File: src/rtl/prod_bcd_seg_seq.sv
// prod_bcd_seg_seq: converts a 16-bit product to five BCD digits with a
// sequential double-dabble engine. It then presents one active-low
// seven-segment digit per cycle, with its digit index and a done strobe.
// Optional build macro: LEADING_ZERO_BLANK_EN blanks leading zero digits
// above the units digit.
module prod_bcd_seg_seq #(
  parameter int unsigned W    = 16,
  parameter int unsigned NDIG = 5
) (
  input  logic           clk,
  input  logic           rst,
  input  logic           start_i,
  input  logic [W-1:0]   product_i,
  output logic [6:0]     seg_out_o,
  output logic [2:0]     seg_mux_sel_o,
  output logic           done_o,
  output logic           busy_o
);

  localparam int unsigned BCD_W = 4 * NDIG;
  localparam int unsigned CNT_W = $clog2(W);
  localparam int unsigned SEL_W = 3;
  localparam int unsigned SEG_W = 7;

  localparam logic [SEG_W-1:0] SEG_ZERO  = 7'b0000001;
  localparam logic [SEG_W-1:0] SEG_BLANK = 7'b1111111;

  typedef enum logic [1:0] {
    IDLE  = 2'd0,
    SHIFT = 2'd1,
    EMIT  = 2'd2
  } state_t;

  state_t             state_q;
  logic [W-1:0]       bin_q;
  logic [BCD_W-1:0]   bcd_q;
  logic [CNT_W-1:0]   cnt_q;
  logic [SEL_W-1:0]   idx_q;
  logic [SEG_W-1:0]   seg_q;
  logic [SEL_W-1:0]   sel_q;
  logic               done_q;
  logic               busy_q;

  logic [BCD_W-1:0]   bcd_adj_c;
  logic [BCD_W+W-1:0] dd_c;
  logic [BCD_W-1:0]   bcd_d;
  logic [W-1:0]       bin_d;
  logic [3:0]         digit_c;
  logic [SEG_W-1:0]   seg_d;
`ifdef LEADING_ZERO_BLANK_EN
  logic               lead_zero_c;
`endif

  // Active-low {a,b,c,d,e,f,g} pattern for one BCD digit; non-decimal codes blank.
  function automatic logic [SEG_W-1:0] enc_digit(input logic [3:0] d);
    logic [SEG_W-1:0] s;
    case (d)
      4'd0:    s = 7'b0000001;
      4'd1:    s = 7'b1001111;
      4'd2:    s = 7'b0010010;
      4'd3:    s = 7'b0000110;
      4'd4:    s = 7'b1001100;
      4'd5:    s = 7'b0100100;
      4'd6:    s = 7'b0100000;
      4'd7:    s = 7'b0001111;
      4'd8:    s = 7'b0000000;
      4'd9:    s = 7'b0000100;
      default: s = SEG_BLANK;
    endcase
    return s;
  endfunction

  // One double-dabble iteration: add 3 to nibbles >= 5, then shift {bcd, bin} left.
  always_comb begin
    bcd_adj_c = bcd_q;
    for (int i = 0; i < int'(NDIG); i++) begin
      if (bcd_q[4*i +: 4] >= 4'd5) begin
        bcd_adj_c[4*i +: 4] = bcd_q[4*i +: 4] + 4'd3;
      end
    end
    dd_c  = {bcd_adj_c, bin_q} << 1;
    bcd_d = dd_c[BCD_W+W-1 -: BCD_W];
    bin_d = dd_c[W-1:0];
  end

  // Select the digit being emitted and encode it; optionally blank leading zeros.
  always_comb begin
    digit_c = 4'd0;
`ifdef LEADING_ZERO_BLANK_EN
    lead_zero_c = 1'b1;
`endif
    for (int i = 0; i < int'(NDIG); i++) begin
      if (idx_q == SEL_W'(i)) begin
        digit_c = bcd_q[4*i +: 4];
      end
`ifdef LEADING_ZERO_BLANK_EN
      if ((SEL_W'(i) >= idx_q) && (bcd_q[4*i +: 4] != 4'd0)) begin
        lead_zero_c = 1'b0;
      end
`endif
    end
    seg_d = enc_digit(digit_c);
`ifdef LEADING_ZERO_BLANK_EN
    if ((idx_q != SEL_W'(0)) && lead_zero_c) begin
      seg_d = SEG_BLANK;
    end
`endif
  end

  // Control FSM with registered outputs: capture, 16 shift cycles, 5 emit cycles.
  always_ff @(posedge clk or negedge rst) begin
    if (!rst) begin
      state_q <= IDLE;
      bin_q   <= '0;
      bcd_q   <= '0;
      cnt_q   <= '0;
      idx_q   <= '0;
      seg_q   <= SEG_ZERO;
      sel_q   <= '0;
      done_q  <= 1'b0;
      busy_q  <= 1'b0;
    end else begin
      case (state_q)
        IDLE: begin
          done_q <= 1'b0;
          sel_q  <= '0;
          if (start_i) begin
            bin_q   <= product_i;
            bcd_q   <= '0;
            cnt_q   <= '0;
            busy_q  <= 1'b1;
            state_q <= SHIFT;
          end else begin
            busy_q  <= 1'b0;
          end
        end
        SHIFT: begin
          bcd_q <= bcd_d;
          bin_q <= bin_d;
          cnt_q <= cnt_q + CNT_W'(1);
          if (cnt_q == CNT_W'(W - 1)) begin
            idx_q   <= '0;
            state_q <= EMIT;
          end
        end
        EMIT: begin
          seg_q  <= seg_d;
          sel_q  <= idx_q;
          done_q <= 1'b1;
          if (idx_q == SEL_W'(NDIG - 1)) begin
            state_q <= IDLE;
          end else begin
            idx_q   <= idx_q + SEL_W'(1);
          end
        end
        default: begin
          state_q <= IDLE;
        end
      endcase
    end
  end

  assign seg_out_o     = seg_q;
  assign seg_mux_sel_o = sel_q;
  assign done_o        = done_q;
  assign busy_o        = busy_q;

endmodule

File: config.mk
export PLATFORM = sky130hd
export DESIGN_NAME = prod_bcd_seg_seq
export DESIGN_NICKNAME = d
export VERILOG_FILES = /design/src/rtl/prod_bcd_seg_seq.sv
export SDC_FILE = /design/constraint.sdc
export NUM_CORES = 1
export LEC_CHECK = 0
export CORE_MARGIN = 2
export CORE_UTILIZATION = 61
export CTS_CLUSTER_SIZE = 10
export DETAILED_ROUTE_END_ITERATION = 16
export PLACE_DENSITY = 0.84
export SYNTH_ARGS = -nofsm -noshare
export SYNTH_HDL_FRONTEND = slang
export SYNTH_SLANG_ARGS = --single-unit
File: constraint.sdc
create_clock -name clk -period 3.6 [get_ports clk]
set_clock_uncertainty 0.1 [all_clocks]
set_input_delay 0.72 -clock clk [delete_from_list [all_inputs] [get_ports clk]]
set_output_delay 0.72 -clock clk [all_outputs]
set_load 0.03 [all_outputs]
Word level (Yosys, flattened, before mapping)
Memory sizes are Yosys's and may differ from the RTL's. A register that Yosys moved wholly into a read port is not among the register bits.
Index checks and enable logic that the tools add are counted.

operators by class
  $add $sub $neg = 7
  magnitude comparators = 5
  equal/unequal tests = 11
  multiplexer cells = 26
  reduce and logical (&&, ||, !) cells = 9

operators by type and width
  kind                 count
  $mux 4               10
  $pmux 20 s2          1
  $pmux 16 s2          1
  $ge 4x3->1 const B   5
  $mux 20              1
  $add 4x2->4 const B  4
  $mux 16              1
  $pmux 3 s2           2
  $mux 3               3
  $ne 2x2->1 const B   4
  $pmux 4 s2           1
  $eq 3x2->1 const B   2
  $mux 2               3
  $pmux 2 s3           1
  $reduce_and 3->1     2
  $reduce_bool 2->1    3
  $add 4x1->4 const B  1
  $eq 4x4->1 const B   1
  $add 3x1->3 const B  1
  $add 3x2->3 const B  1
  $eq 3x1->1 const B   1
  $eq 3x3->1 const B   1
  $logic_not 3->1      1
  $eq 2x1->1 const B   1
  6 further kinds      6

word-level totals
  register bits after elaboration = 50
  ROM bits = 112
  input port bits = 19
  output and inout port bits = 12
  logic and storage cells = 67
  memories = 1

memory list
  memory            words  width  rd ports  clocked after Yosys merged registers in  write ports  line  source
  (name not given)  16     7      1         1                                        0            57    case (d)

Logic depth before layout (Yosys ltp)
  word-level depth = 6
  gate-level depth with buffers = 12
  depth with buffers taken out = 11

Worst setup path before layout
Ideal clock, no wire load.

  path type = flip-flop to flip-flop
  start point = register idx_q[2]
  end point = register seg_q[3], in the netlist seg_out_o[3]
  setup time = 0.121 ns
  arrival = 2.164 ns
  data required time = 3.379 ns
  path slack = 1.215 ns
  cell stages (with the launch flop) = 12
  buffers on the path = 1
  period minus slack after synthesis = 2.385 ns
  path through = dfrtp_1 -> buf_6 -> inv_1 -> ha_1 -> inv_1 -> a221oi_1 -> o211ai_1 -> and2_1 -> ha_1 -> o21ai_0 -> o211ai_1 -> a22o_1

between the ends
  word-level cells in the longest chain between the ends = 6
  elaborated cells on any way between the ends = 10
  classes of those cells = eq/ne: 4; mux: 5; reduce/logical: 1

RTL lines
  what                    line  source
  start, declared         38    logic [SEL_W-1:0] idx_q;
  start signal, assigned  153   idx_q <= idx_q + SEL_W'(1);
  $logic_not 3->1         93    if (idx_q == SEL_W'(i)) begin
  $mux 4 (4 in a row)     93
  $mux 4 (*)              93
  end, declared           39    logic [SEG_W-1:0] seg_q;

Every way passes the cells marked *; elsewhere a longest branch is shown, timed or not.
A chain may end at the register's enable or synchronous reset.

Worst setup path after layout
  start point = register idx_q[0]
  end point = register seg_q[3], in the netlist seg_out_o[3]

The elaborated chain is that of the path after synthesis.

==> key figures <==
Status
  – Status: finished clean

Critical path
  – Arrival @ worst endpoint: 2.75 ns
  – CP Launch Type: register
  – Crit path capture type: register
  – Setup slack, reg-to-reg: 0.98 ns
  – Critical setup path kind: register to register
  – Most Frequent Cell on Critical Path: ha_1
  – Slowest library cell on the worst path: dfrtp_1
  – CP cell instances: ha_1 -> ha_1 -> inv_1 -> a221oi_1 -> o211ai_1 -> and2_1 -> ha_1 -> o21ai_0 -> o211ai_1 -> a22o_1
  – CP top delay family: compound AO/OA/AOI/OAI gates
  – Crit path max fanout: 8
  – Max incr delay on CP: 0.42 ns
  – Critical path required time: 3.74 ns
  – Worst path bufs/invs: 1

Logic synthesis
  – Synth Instances: 337
  – Seq/Total Area, Yosys: 45.3%
  – Top-count cell post-synth: dfrtp_1
  – Post-synth EDFFs: 0
  – Yosys top cell by area: dfrtp_1
  – Avg Inst Size Synth: 9.36 µm²
  – Largest family of logic cells by synthesized area: compound AO/OA/AOI/OAI gates
  – Synthesized flop and latch total: 57
  – Simple-gate area share of the yosys netlist: 15.8%
  – Commonest cells in the synthesized netlist: dfrtp_1 (56), nor2_1 (42), nand2_1 (29)
  – Synth warnings: 0
  – Synth area leaders: dfrtp_1 (44%), ha_1 (8.3%), nor2_1 (5.0%), o21ai_0 (4.4%), nand2_1 (3.5%)
  – Post-synthesis mux area share: 0%
  – Ys async rst share: 100%
  – Post-Synth XOR/XNOR Area: 2.78%
  – Yosys cell types: 43
  – Most used DFF post-synth: dfrtp_1
  – Share of the synthesized area in the top cell type: 44.4%
  – Netlist Area Pre-Place: 3150 µm²
  – Mapped Nets: 377
  – Post-synthesis adder-cell area fraction: 8.33%
  – Compound-gate portion of the synthesized area: 22.6%

Timing
  – Final hold vios: 0
  – Final Hold Slack: 0.276 ns
  – FMAX: 382 MHz
  – Final Max Tran Viols: 0
  – Worst-Margin Slew: 0.958 ns
  – RSZ-0062 raised after global routing: false
  – Final Cycle Share: 72.6%
  – Setup violators final: 0
  – Slew headroom: 36.0%
  – Min Tclk post-route: 2.62 ns
  – Setup_tns: 0 ns

Cells and area
  – Seq. cell area: 1430 µm²
  – Fraction of layout cells with a size suffix above 1: 7.63%
  – Final Net Count: 402
  – Combined area of the multi-input logic cells: 1560 µm²
  – Area delta synth->final: 16.3%
  – # diodes: 0
  – Filler Cells Inserted: 376

Clocking
  – Clock Tree Root: clkbuf_8
  – H-tree levels: 3
  – # hold bufs at CTS: 0
  – Post-CTS Resized: 0
  – CTS tree: yes
  – Setup bufs post-CTS: 0
  – Reg clk slew, reported paths: 0.07 ns
  – Bufs on Longest Clock Path: 2
  – Clock Sinks: 57
  – Clk_lat worst skew: 0.35 ns
  – Cts bufs inserted: 9

Floorplan
  – Die Wd: 75.9 µm
  – Core area: 5040 µm²
  – IO Count: 31
  – Initial core utilization: 62.6%
  – Die Height: 75.9 µm
  – Die Area: 5760 µm²
  – FP Rows: 26

Global route
  – First-pass GRT wire length: 11700 µm
  – Global route total overflow: 0
  – Number of antenna violations at the first check in global routing: 0
  – GRT Total Usage: 25.2%
  – Vias in the first global route: 2518
  – Largest net degree at the start of global routing: 54

Placed design
  – Final HPWL DP: 4520 µm
  – IO Port Bufs: 30
  – Global placement routability congestion: 0.945

Detailed routing
  – Final wirelength: 6640 µm
  – Vias per cell: 5.80
  – Routed len/inst: 15.2 µm
  – Pre-Repair DR Iteration Count: 4
  – DR iter-0 viols: 160
  – # DRC: 0
  – DR vias: 2533
  – DRT antenna net count: 0

Power and ir drop
  – Power per Cell Area: 889 nW/µm²
  – Peak supply drop: 0.000494 V
  – Leak: 0.00159 µW

Job
  – Max Cap Violations: 0

Min path
  – Worst Hold Class: primary input to asynchronous set/reset pin
final cells by class:
| cell class | instances | share of cell area (%) |
|---|---|---|
| Timing Repair Buffer | 33 | 8.66 |
| Tap cell | 70 | 2.39 |
| Sequential cell | 57 | 38.9 |
| Multi-Input combinational cell | 243 | 42.6 |
| Inverter | 18 | 1.84 |
| Clock inverter | 4 | 1.40 |
| Clock buffer | 12 | 4.23 |
logic make-up after synthesis:
family,count (synthesis)
simple gates,110
xor+xnor,10
buf+inv,37
flops,57
compound gates,102
fa+ha+maj,21
layer usage:
metal	up-vias	wire (µm)	global-route usage, %
met1	1211	3120	32.2
met2	57	3140	40.5
li1	1252	-	-
met5	-	0	0
met4	0	148	11.6
met3	13	234	6.31
stage by stage:
stage | util, % | setup slack [ns] | power [µW] | instance area (µm²) | cells
6_report | 72.8 | 0.985 | 3260 | 3670 | 437
5_1_grt | 72.8 | 0.773 | 3530 | 3670 | 437
4_1_cts | 72.8 | 0.991 | 3270 | 3670 | 437
3_5_place_dp | 68.7 | 1.01 | 2640 | 3460 | 421
3_3_place_gp | 68.7 | 1.08 | 2570 | 3460 | 421
2_1_floorplan | - | 1.22 | 2290 | 3150 | 337
state kept, by name, indices dropped and copies added (netlist names):
signal,count
bcd_q,20
seg_mux_sel_o,3
done_o,1
busy_o,1
state_q,2
idx_q,3
cnt_q,4
bin_q,16
seg_out_o,7
worst register-to-register path, delay by kind of cell (launching register included):
kind | cells | cell delay (ns)
AO/OA/AOI/OAI | 5 | 0.84
adder cells (fa/ha/maj) | 3 | 0.82
buffers and inverters | 1 | 0.13
flip-flops | 1 | 0.42
AND/OR/NAND/NOR | 1 | 0.21
where the power goes:
group | total (µW) | leakage, µW | switching [µW] | internal, µW
combinational | 1520 | 0.000781 | 879 | 639
sequential | 1120 | 0.000706 | 231 | 893
clock | 621 | 0.000103 | 264 | 357
placed cells by master (no fill, tap or decap), types with 2 or more instances in the layout:
cell type / netlist / final
nor2_1: 42 / 42
clkbuf_8: 0 / 11
a21oi_1: 15 / 15
nand2_1: 29 / 29
o21ai_0: 28 / 28
a32o_1: 5 / 5
clkdlybuf4s50_1: 0 / 29
xnor2_1: 5 / 5
and2_1: 3 / 3
o211ai_1: 7 / 7
o21a_1: 2 / 2
nand2b_1: 9 / 9
nand3b_1: 4 / 4
a221oi_1: 2 / 2
ha_1: 21 / 21
o22ai_1: 16 / 16
nand4_1: 2 / 2
buf_4: 0 / 3
a22o_1: 6 / 6
xor2_1: 5 / 5
nand3_1: 14 / 14
dfrtp_1: 56 / 56
o31ai_1: 6 / 6
nor2b_1: 2 / 2
o32ai_1: 5 / 5
inv_1: 17 / 17
final timing paths:
path,to,from,depth (start not counted)
worst max-delay path,seg_out_o[3],idx_q[0],10
worst min-delay path,bin_q[2],rst,1
worst max register to register,seg_out_o[3],idx_q[0],10
worst min register to register,bcd_q[0],bin_q[15],2
max in group asynchronous,bcd_q[6],rst,2
min in group clk,bcd_q[0],bin_q[15],2
Note: power is estimated with default switching activity, not from simulation.
